**src/rtl/pingpong_wr_ctrl_pkg.sv**
```systemverilog
// Shared types and constants for the ping-pong buffer write controller.
package pingpong_wr_ctrl_pkg;

    typedef enum logic [2:0] {
        IDLE,
        FILL,
        DRAIN_WAIT,
        ANNOUNCE,
        COMMIT
    } state_t;

    localparam logic BANK1 = 1'b0;
    localparam logic BANK2 = 1'b1;

    localparam int DROP_CNT_W = 16;

endpackage

```
**src/rtl/pingpong_wr_ctrl_drop_counter.sv**
```systemverilog
// Saturating dropped-sample counter; clear has priority over increment.
module drop_counter
    import pingpong_wr_ctrl_pkg::*;
(
    input  logic                  clk,
    input  logic                  rst,
    input  logic                  inc,
    input  logic                  clr,
    output logic [DROP_CNT_W-1:0] count
);

    always_ff @(posedge clk or posedge rst) begin
        if (rst) begin
            count <= '0;
        end else if (clr) begin
            count <= '0;
        end else if (inc && (count != '1)) begin
            count <= count + DROP_CNT_W'(1);
        end
    end

endmodule

```
**src/rtl/pingpong_wr_ctrl.sv**
```systemverilog
// Write-side controller for the ping-pong buffer pair: steers samples into the
// active bank, swaps once the opposite bank is drained. Optional macro: DROP_CNT_EN.
module pingpong_wr_ctrl
    import pingpong_wr_ctrl_pkg::*;
#(
    parameter int DW        = 8,
    parameter int FRAME_LEN = 256
) (
    input  logic                  clk,
    input  logic                  rst,
    input  logic                  ENABLE,
    input  logic                  S_VALID,
    input  logic [DW-1:0]         S_DATA,
    input  logic                  FULL1,
    input  logic                  FULL2,
    input  logic                  EMPTY1,
    input  logic                  EMPTY2,
    output logic                  WR1,
    output logic                  WR2,
    output logic [DW-1:0]         WDATA,
    output logic                  W_FLAG,
    output logic                  DAQ,
    output logic                  COMPLE,
    output logic                  DROP,
    output logic [DROP_CNT_W-1:0] DROP_CNT
);

    localparam int             CW   = $clog2(FRAME_LEN);
    localparam logic [CW-1:0]  LAST = CW'(FRAME_LEN - 1);

    state_t        state;
    logic [CW-1:0] cnt;
    logic          wfull;
    logic          rempty;
    logic          accepting;
    logic          write;
    logic          drop;

    // The write bank's full flag gates writes; the other bank's empty flag gates the swap.
    always_comb begin
        wfull     = W_FLAG ? FULL2 : FULL1;
        rempty    = W_FLAG ? EMPTY1 : EMPTY2;
        accepting = (state == FILL) || (state == ANNOUNCE) || (state == COMMIT);
        write     = accepting && S_VALID && !wfull;
        drop      = S_VALID && ((state == DRAIN_WAIT) || (accepting && wfull));
    end

    always_ff @(posedge clk or posedge rst) begin
        if (rst) begin
            state  <= IDLE;
            cnt    <= '0;
            W_FLAG <= BANK1;
            WR1    <= 1'b0;
            WR2    <= 1'b0;
            WDATA  <= '0;
            DAQ    <= 1'b0;
            COMPLE <= 1'b0;
            DROP   <= 1'b0;
        end else begin
            WR1    <= write && (W_FLAG == BANK1);
            WR2    <= write && (W_FLAG == BANK2);
            DROP   <= drop;
            DAQ    <= 1'b0;
            COMPLE <= 1'b0;
            if (write) begin
                WDATA <= S_DATA;
            end
            // The count holds at LAST once a frame is full until the swap clears it.
            if (write && (cnt != LAST)) begin
                cnt <= cnt + CW'(1);
            end
            case (state)
                IDLE: begin
                    if (ENABLE) begin
                        state <= FILL;
                    end
                end
                FILL: begin
                    if (write && (cnt == LAST)) begin
                        state <= DRAIN_WAIT;
                    end else if (!ENABLE && !write) begin
                        state <= (cnt != '0) ? DRAIN_WAIT : IDLE;
                    end
                end
                DRAIN_WAIT: begin
                    if (rempty) begin
                        W_FLAG <= ~W_FLAG;
                        cnt    <= '0;
                        DAQ    <= 1'b1;
                        state  <= ANNOUNCE;
                    end
                end
                ANNOUNCE: begin
                    COMPLE <= 1'b1;
                    state  <= COMMIT;
                end
                COMMIT: begin
                    if (write && (cnt == LAST)) begin
                        state <= DRAIN_WAIT;
                    end else if (ENABLE) begin
                        state <= FILL;
                    end else begin
                        state <= IDLE;
                    end
                end
                default: state <= IDLE;
            endcase
        end
    end

`ifdef DROP_CNT_EN
    logic enable_q;
    logic drop_clr;

    // Remember ENABLE so a fresh acquisition start from IDLE clears the count.
    always_ff @(posedge clk or posedge rst) begin
        if (rst) begin
            enable_q <= 1'b0;
        end else begin
            enable_q <= ENABLE;
        end
    end

    assign drop_clr = (state == IDLE) && ENABLE && !enable_q;

    drop_counter u_drop_counter (
        .clk   (clk),
        .rst   (rst),
        .inc   (drop),
        .clr   (drop_clr),
        .count (DROP_CNT)
    );
`else
    assign DROP_CNT = '0;
`endif

endmodule

```
**config.mk**
```make
export PLATFORM = sky130hd
export DESIGN_NAME = pingpong_wr_ctrl
export DESIGN_NICKNAME = d
export VERILOG_FILES = /design/src/rtl/pingpong_wr_ctrl_pkg.sv /design/src/rtl/pingpong_wr_ctrl_drop_counter.sv /design/src/rtl/pingpong_wr_ctrl.sv
export SDC_FILE = /design/constraint.sdc
export NUM_CORES = 1
export LEC_CHECK = 0
export ABC_AREA = 1
export CORE_ASPECT_RATIO = 0.6
export CORE_MARGIN = 10
export CORE_UTILIZATION = 45
export CTS_CLUSTER_SIZE = 12
export DETAILED_ROUTE_END_ITERATION = 6
export HOLD_SLACK_MARGIN = 0.02
export PLACE_DENSITY = 0.78
export REMOVE_ABC_BUFFERS = 1
export SLEW_MARGIN = 25
export SYNTH_ARGS = -nofsm -noshare
export SYNTH_HDL_FRONTEND = slang
export SYNTH_SLANG_ARGS = --single-unit
```
**constraint.sdc**
```tcl
create_clock -name clk -period 4 [get_ports clk]
set_input_delay 0.6 -clock clk [delete_from_list [all_inputs] [get_ports clk]]
set_output_delay 0.6 -clock clk [all_outputs]
set_load 0.005 [all_outputs]
```
==> results_dict.tcl, run 1 <==
set metrics [dict create \
    postCtsSetupBuffers 0 \
    status "complete, no violations" \
    ys_ff_latch 25 \
    antenna_left 0 \
    combPwrFrac_pct 47.1 \
    antenna_found_initial 0 \
    syn-cell-area_um2 1440 \
    skew_ps 3.77 \
    cts_resized 0 \
    cp_slowest_cell "clkdlybuf4s50_1" \
    cts_tree "built" \
    holdPathStages 2 \
    pin_count 46 \
    startpoint_type "register" \
    swShare_pct 41.1 \
    first_global_vias 1148 \
    maxCapViolCount 0 \
    r2r_slack_ps 2450 \
    vias 1158 \
    clkPwrFrac_pct 13.9 \
    gp_congestion 0.862 \
    pre_cts_ws_ps 1950 \
    fp.dieArea_um2 5930 \
    p_leak_nw 0.935 \
    crit_arrival_ps 1260 \
    fin_crit_sh_pct 46.5 \
    clkSinkCount 25 \
    synth_commonest_cells "nand2_1 (53), dfrtp_1 (25), inv_1 (22)" \
    seqPwrFrac_pct 39.0 \
    yosysUniqueCellTypes 27 \
    grt_usage_pct 11.3 \
    grt_pass1_wl_um 5450 \
    cp_max_fo 6 \
    max_freq_mhz 538 \
    synth.largest_area_cell "dfrtp_1" \
    dpl.hpwl_um 2600 \
    die_h_um 63.8 \
    reg2regPathDepth 8 \
    worstSetupEndpointType "primary output" \
    crit_path_cell_trace "clkdlybuf4s50_1" \
    finalSetupTns_ps 0 \
    num_antenna_cells 0 \
    yosysSeqAreaShare_pct 43.6 \
    yosysMostFrequentCell "nand2_1" \
    cts_made_buffers 3 \
    grt_max_degree 26 \
    routed_via_density 4.49 \
    io_buffers 29 \
    critPathMaxStageDelay_ps 540 \
    synth_ff_type "dfrtp_1" \
    worst-path-stages 1 \
    yosysWarningCount 0 \
    worst_pin_slew_ps 523 \
    fillCellCount 304 \
    p_sw_w 0.000459 \
    drc 0 \
    nNetsFinal 235 \
    ys_async_sr_fraction_pct 100 \
    hold_buffers 0 \
    finalWirelength_um 3310 \
    setup_violations 0 \
    slew_viol_final 0 \
    cts_root_buffer "clkbuf_8" \
    post_drt_wl_per_cell_um 12.8 \
    setup_ws_ps 2140 \
    synthCells 185 \
    dr.pass1.iters 4 \
    areaGrowthSynthToFinish_pct 22.2 \
    finalCriticalPeriod_ps 1860 \
    synth_area_per_cell_um2 7.76 \
    required_ps 3400 \
    fp.coreArea_um2 2970 \
    synth_edf_count 0 \
    clk-insertion-delay-late_ps 270 \
    final_hold_viol_count 0 \
    rows 15 \
    ys_top_cells_by_area "dfrtp_1 (44%), nand2_1 (14%), buf_4 (8.4%)" \
    slew_headroom_pct 65.1 \
    crit_buf_inv 1 \
    globalRouteOverflowTotal 0 \
    peakVddDrop_uv 298 \
    final_layout_size_suffix_gt1_share_pct 9.72 \
    clkTransAtPathRegs_ps 90 \
    htree_levels 1 \
    intPower_w 0.000658 \
    grt_setup_unrepaired "false" \
    start_util_pct 48.4 \
    worstSetupPathType "reg2out" \
    worstHoldPathType "reg2reg" \
    worst_hold_slack_ps 495 \
    fp.dieW_um 92.9 \
    crit_family "buffers and inverters" \
    drt_iter0_drc 61 \
    netlist.area_leader.share_pct 43.6 \
    post-route-util_pct 59.2 \
    p_per_area_nw_per_um2 636 \
    clk_path_buf_depth 2 \
]
==> state kept, by name, summed over array words and instances (netlist names) <==
signal  count
WDATA       8
DAQ         1
W_FLAG      1
WR2         1
WR1         1
DROP        1
state       3
COMPLE      1
cnt         8
==> metrics by stage <==
step                power (W)  cell area [um2]  instances
CTS                   0.00112             1760        258
global route          0.00121             1760        258
finish                0.00112             1760        258
detailed placement   0.000962             1710        254
global placement     0.000951             1710        254
floorplan            0.000746             1370        183
==> area by class of cell <==
cell class	count	area (um2)	share of cell area, %
Timing Repair Buffer	29	290	16.5
Tap cell	42	52.6	2.99
Multi-Input combinational cell	132	641	36.5
Clock buffer	4	45.0	2.57
Inverter	26	101	5.77
Sequential cell	25	626	35.6
==> final timing paths <==
check                      startpoint  endpoint
hold / removal               WDATA[2]  WDATA[2]
max in group asynchronous         rst      DROP
min in group asynchronous         rst  WDATA[0]
setup / recovery               W_FLAG    W_FLAG
hold reg to reg              WDATA[2]  WDATA[2]
setup reg to reg             state[0]    cnt[6]
==> cell families (layout without fill, tap and decap cells) <==
family / count (synthesis) / in the layout / share of synthesized area, %
AOI/OAI and AO/OA: 13 / 13 / 5.58
xor gates and xnor gates: 1 / 1 / 0.610
adders and majority gates: 2 / 2 / 1.74
buffers and inverters: 43 / 59 / 15.8
DFF: 25 / 25 / 43.6
other: 1 / 16 / 0.261
and+or+nand+nor: 100 / 100 / 32.5
==> tightest hold or removal path, delay by kind of cell (launching register included) <==
| family | cells | cell delay, ps |
|---|---|---|
| flip-flops | 1 | 360 |
| AND/OR/NAND/NOR | 2 | 100 |
==> per-layer routing <==
metal | vias up | track usage [%] | share of wire, %
met1 | 520 | 14.7 | 50
met2 | 33 | 15.7 | 40
met4 | 0 | 2.30 | 0.33
met5 | - | 0 | 0
li1 | 603 | - | -
met3 | 2 | 6.76 | 9.7
==> power by group through the flow <==
stage          Combinational, W  Clock, W  Sequential [W]
4_1_cts                0.000530  0.000158        0.000433
2_1_floorplan          0.000320         0        0.000425
6_report               0.000526  0.000156        0.000435
3_5_place_dp           0.000529         0        0.000433
3_3_place_gp           0.000517         0        0.000434
5_1_grt                0.000596  0.000166        0.000449
==> placed cells by master (no fill, tap or decap), types with 2 or more instances in the layout <==
master            n
nand2_1          53
clkdlybuf4s50_1  29
dfrtp_1          25
inv_1            21
nor2_1           20
conb_1           16
nand3_1          10
nand2_2           6
a21oi_1           5
inv_2             3
nor3_1            3
nand4_1           3
clkbuf_8          3
nand2_4           2
o21ai_1           2
o21ai_0           2
ha_1              2
Note: power is estimated with default switching activity, not from simulation.
==> run 2, diff against run 1 <==
- CORE_UTILIZATION: 45 -> 41
- PLACE_DENSITY: 0.78 -> 0.75
- clock period: 4 -> 1.6 ns (I/O delays scaled with it)
==> results_dict.tcl, run 2 (synthesis results as in run 1) <==
set metrics [dict create \
    clk_path_buf_depth 2 \
    crit_buf_inv 1 \
    hold_buffers 0 \
    fillCellCount 318 \
    final_hold_viol_count 0 \
    worstHoldPathType "in2async" \
    cp_max_fo 6 \
    dr.pass1.iters 5 \
    die_h_um 65.8 \
    crit_family "buffers and inverters" \
    p_leak_nw 0.946 \
    drc 0 \
    num_antenna_cells 0 \
    multiInputGateArea_um2 643 \
    routed_via_density 4.44 \
    slew_viol_final 0 \
    critical_path.reg2reg.startpoint "cnt[0]" \
    pre_cts_ws_ps 56.2 \
    top_regs "WDATA x8, cnt x8, state x3" \
    cp_slowest_cell "clkdlybuf4s50_1" \
    status "complete, no violations" \
    final_cell_mix "nand2_1 (53), clkdlybuf4s50_1 (29), dfrtp_1 (24)" \
    rows 16 \
    cts_tree "built" \
    grt_max_degree 26 \
    first_global_vias 1134 \
    startpoint_type "register" \
    antenna_left 0 \
    post-route-util_pct 54.2 \
    peakVddDrop_uv 1020 \
    crit_arrival_ps 1240 \
    intPower_w 0.00167 \
    finalCriticalPeriod_ps 1480 \
    skew_ps 3.92 \
    nNetsFinal 238 \
    gp_congestion 0.900 \
    grt_pass1_wl_um 5290 \
    fin_crit_sh_pct 92.7 \
    worst_hold_slack_ps 305 \
    antenna_found_initial 0 \
    r2r_slack_ps 130 \
    htree_levels 1 \
    worstSetupPathType "reg2out" \
    vias 1171 \
    fp.dieArea_um2 6350 \
    cts_made_buffers 3 \
    r2r_end "cnt[4]" \
    reg2regPathDepth 9 \
    dpl.hpwl_um 2570 \
    setup_ws_ps 117 \
    seqPwrFrac_pct 38.6 \
    final_layout_size_suffix_gt1_share_pct 11.9 \
    areaGrowthSynthToFinish_pct 24.6 \
    io_buffers 29 \
    grt_setup_unrepaired "false" \
    p_sw_w 0.00115 \
    critPathMaxStageDelay_ps 540 \
    combPwrFrac_pct 47.9 \
    globalRouteOverflowTotal 0 \
    clkSinkCount 25 \
    setup_violations 0 \
    max_freq_mhz 674 \
    seqCellArea_um2 627 \
    fp.dieW_um 96.4 \
    p_per_area_nw_per_um2 1580 \
    clk-insertion-delay-late_ps 270 \
    pin_count 46 \
    finalSetupTns_ps 0 \
    fp.coreArea_um2 3300 \
    mostFrequentLayoutCell "nand2_1" \
    total_power_w 0.00282 \
    maxCapViolCount 0 \
    swShare_pct 40.7 \
    clkPwrFrac_pct 13.5 \
    finalWirelength_um 3280 \
    drt_iter0_drc 55 \
    required_ps 1360 \
    grt_usage_pct 10.5 \
    cts_root_buffer "clkbuf_8" \
    startpoint "W_FLAG" \
    worstSetupEndpointType "primary output" \
    crit_path_cell_trace "clkdlybuf4s50_1" \
    start_util_pct 43.5 \
    post_drt_wl_per_cell_um 12.4 \
    clkTransAtPathRegs_ps 90 \
]
run 2: worst max path at each step:
stage	to	slack, ps	depth (start not counted)
after global routing	state[0]	20	8
final	W_FLAG	120	1
after detailed placement	cnt[6]	60	8
after floorplan	cnt[4]	240	9
after global placement	cnt[6]	90	8
after CTS	W_FLAG	50	1
run 2: layer usage:
| metal | routed length, um | GRT usage, % |
|---|---|---|
| met1 | 1480 | 13.4 |
| met2 | 1380 | 14.7 |
| met3 | 394 | 6.58 |
| met4 | 29 | 2.17 |
| met5 | 0 | 0 |
run 2: timing repair:
| item | CTS | global route |
|---|---|---|
| gates resized for setup | 0 | 2 |
| setup endpoints to repair | 0 | 8 |
| buffers inserted | 0 | 0 |
run 2: cell type report:
type | instances | share of cell area (%)
multi-input combinational | 132 | 35.9
sequential | 25 | 35.0
timing repair buffer | 32 | 17.5
inverter | 26 | 5.66
tap | 45 | 3.15
clock buffer | 3 | 2.31
clock inverter | 1 | 0.420
run 2: power groups by stage:
stage,sequential (W),clock (W),combinational (W)
6_report,0.00109,0.000381,0.00135
5_1_grt,0.00112,0.000414,0.00153
4_1_cts,0.00108,0.000394,0.00135
3_5_place_dp,0.00108,0,0.00134
3_3_place_gp,0.00109,0,0.00132
2_1_floorplan,0.00106,0,0.000800
run 2: through the flow:
step                instance area [um2]  instances
floorplan                          1370        183
global placement                   1740        260
detailed placement                 1740        260
CTS                                1790        264
global route                       1790        264
finish                             1790        264
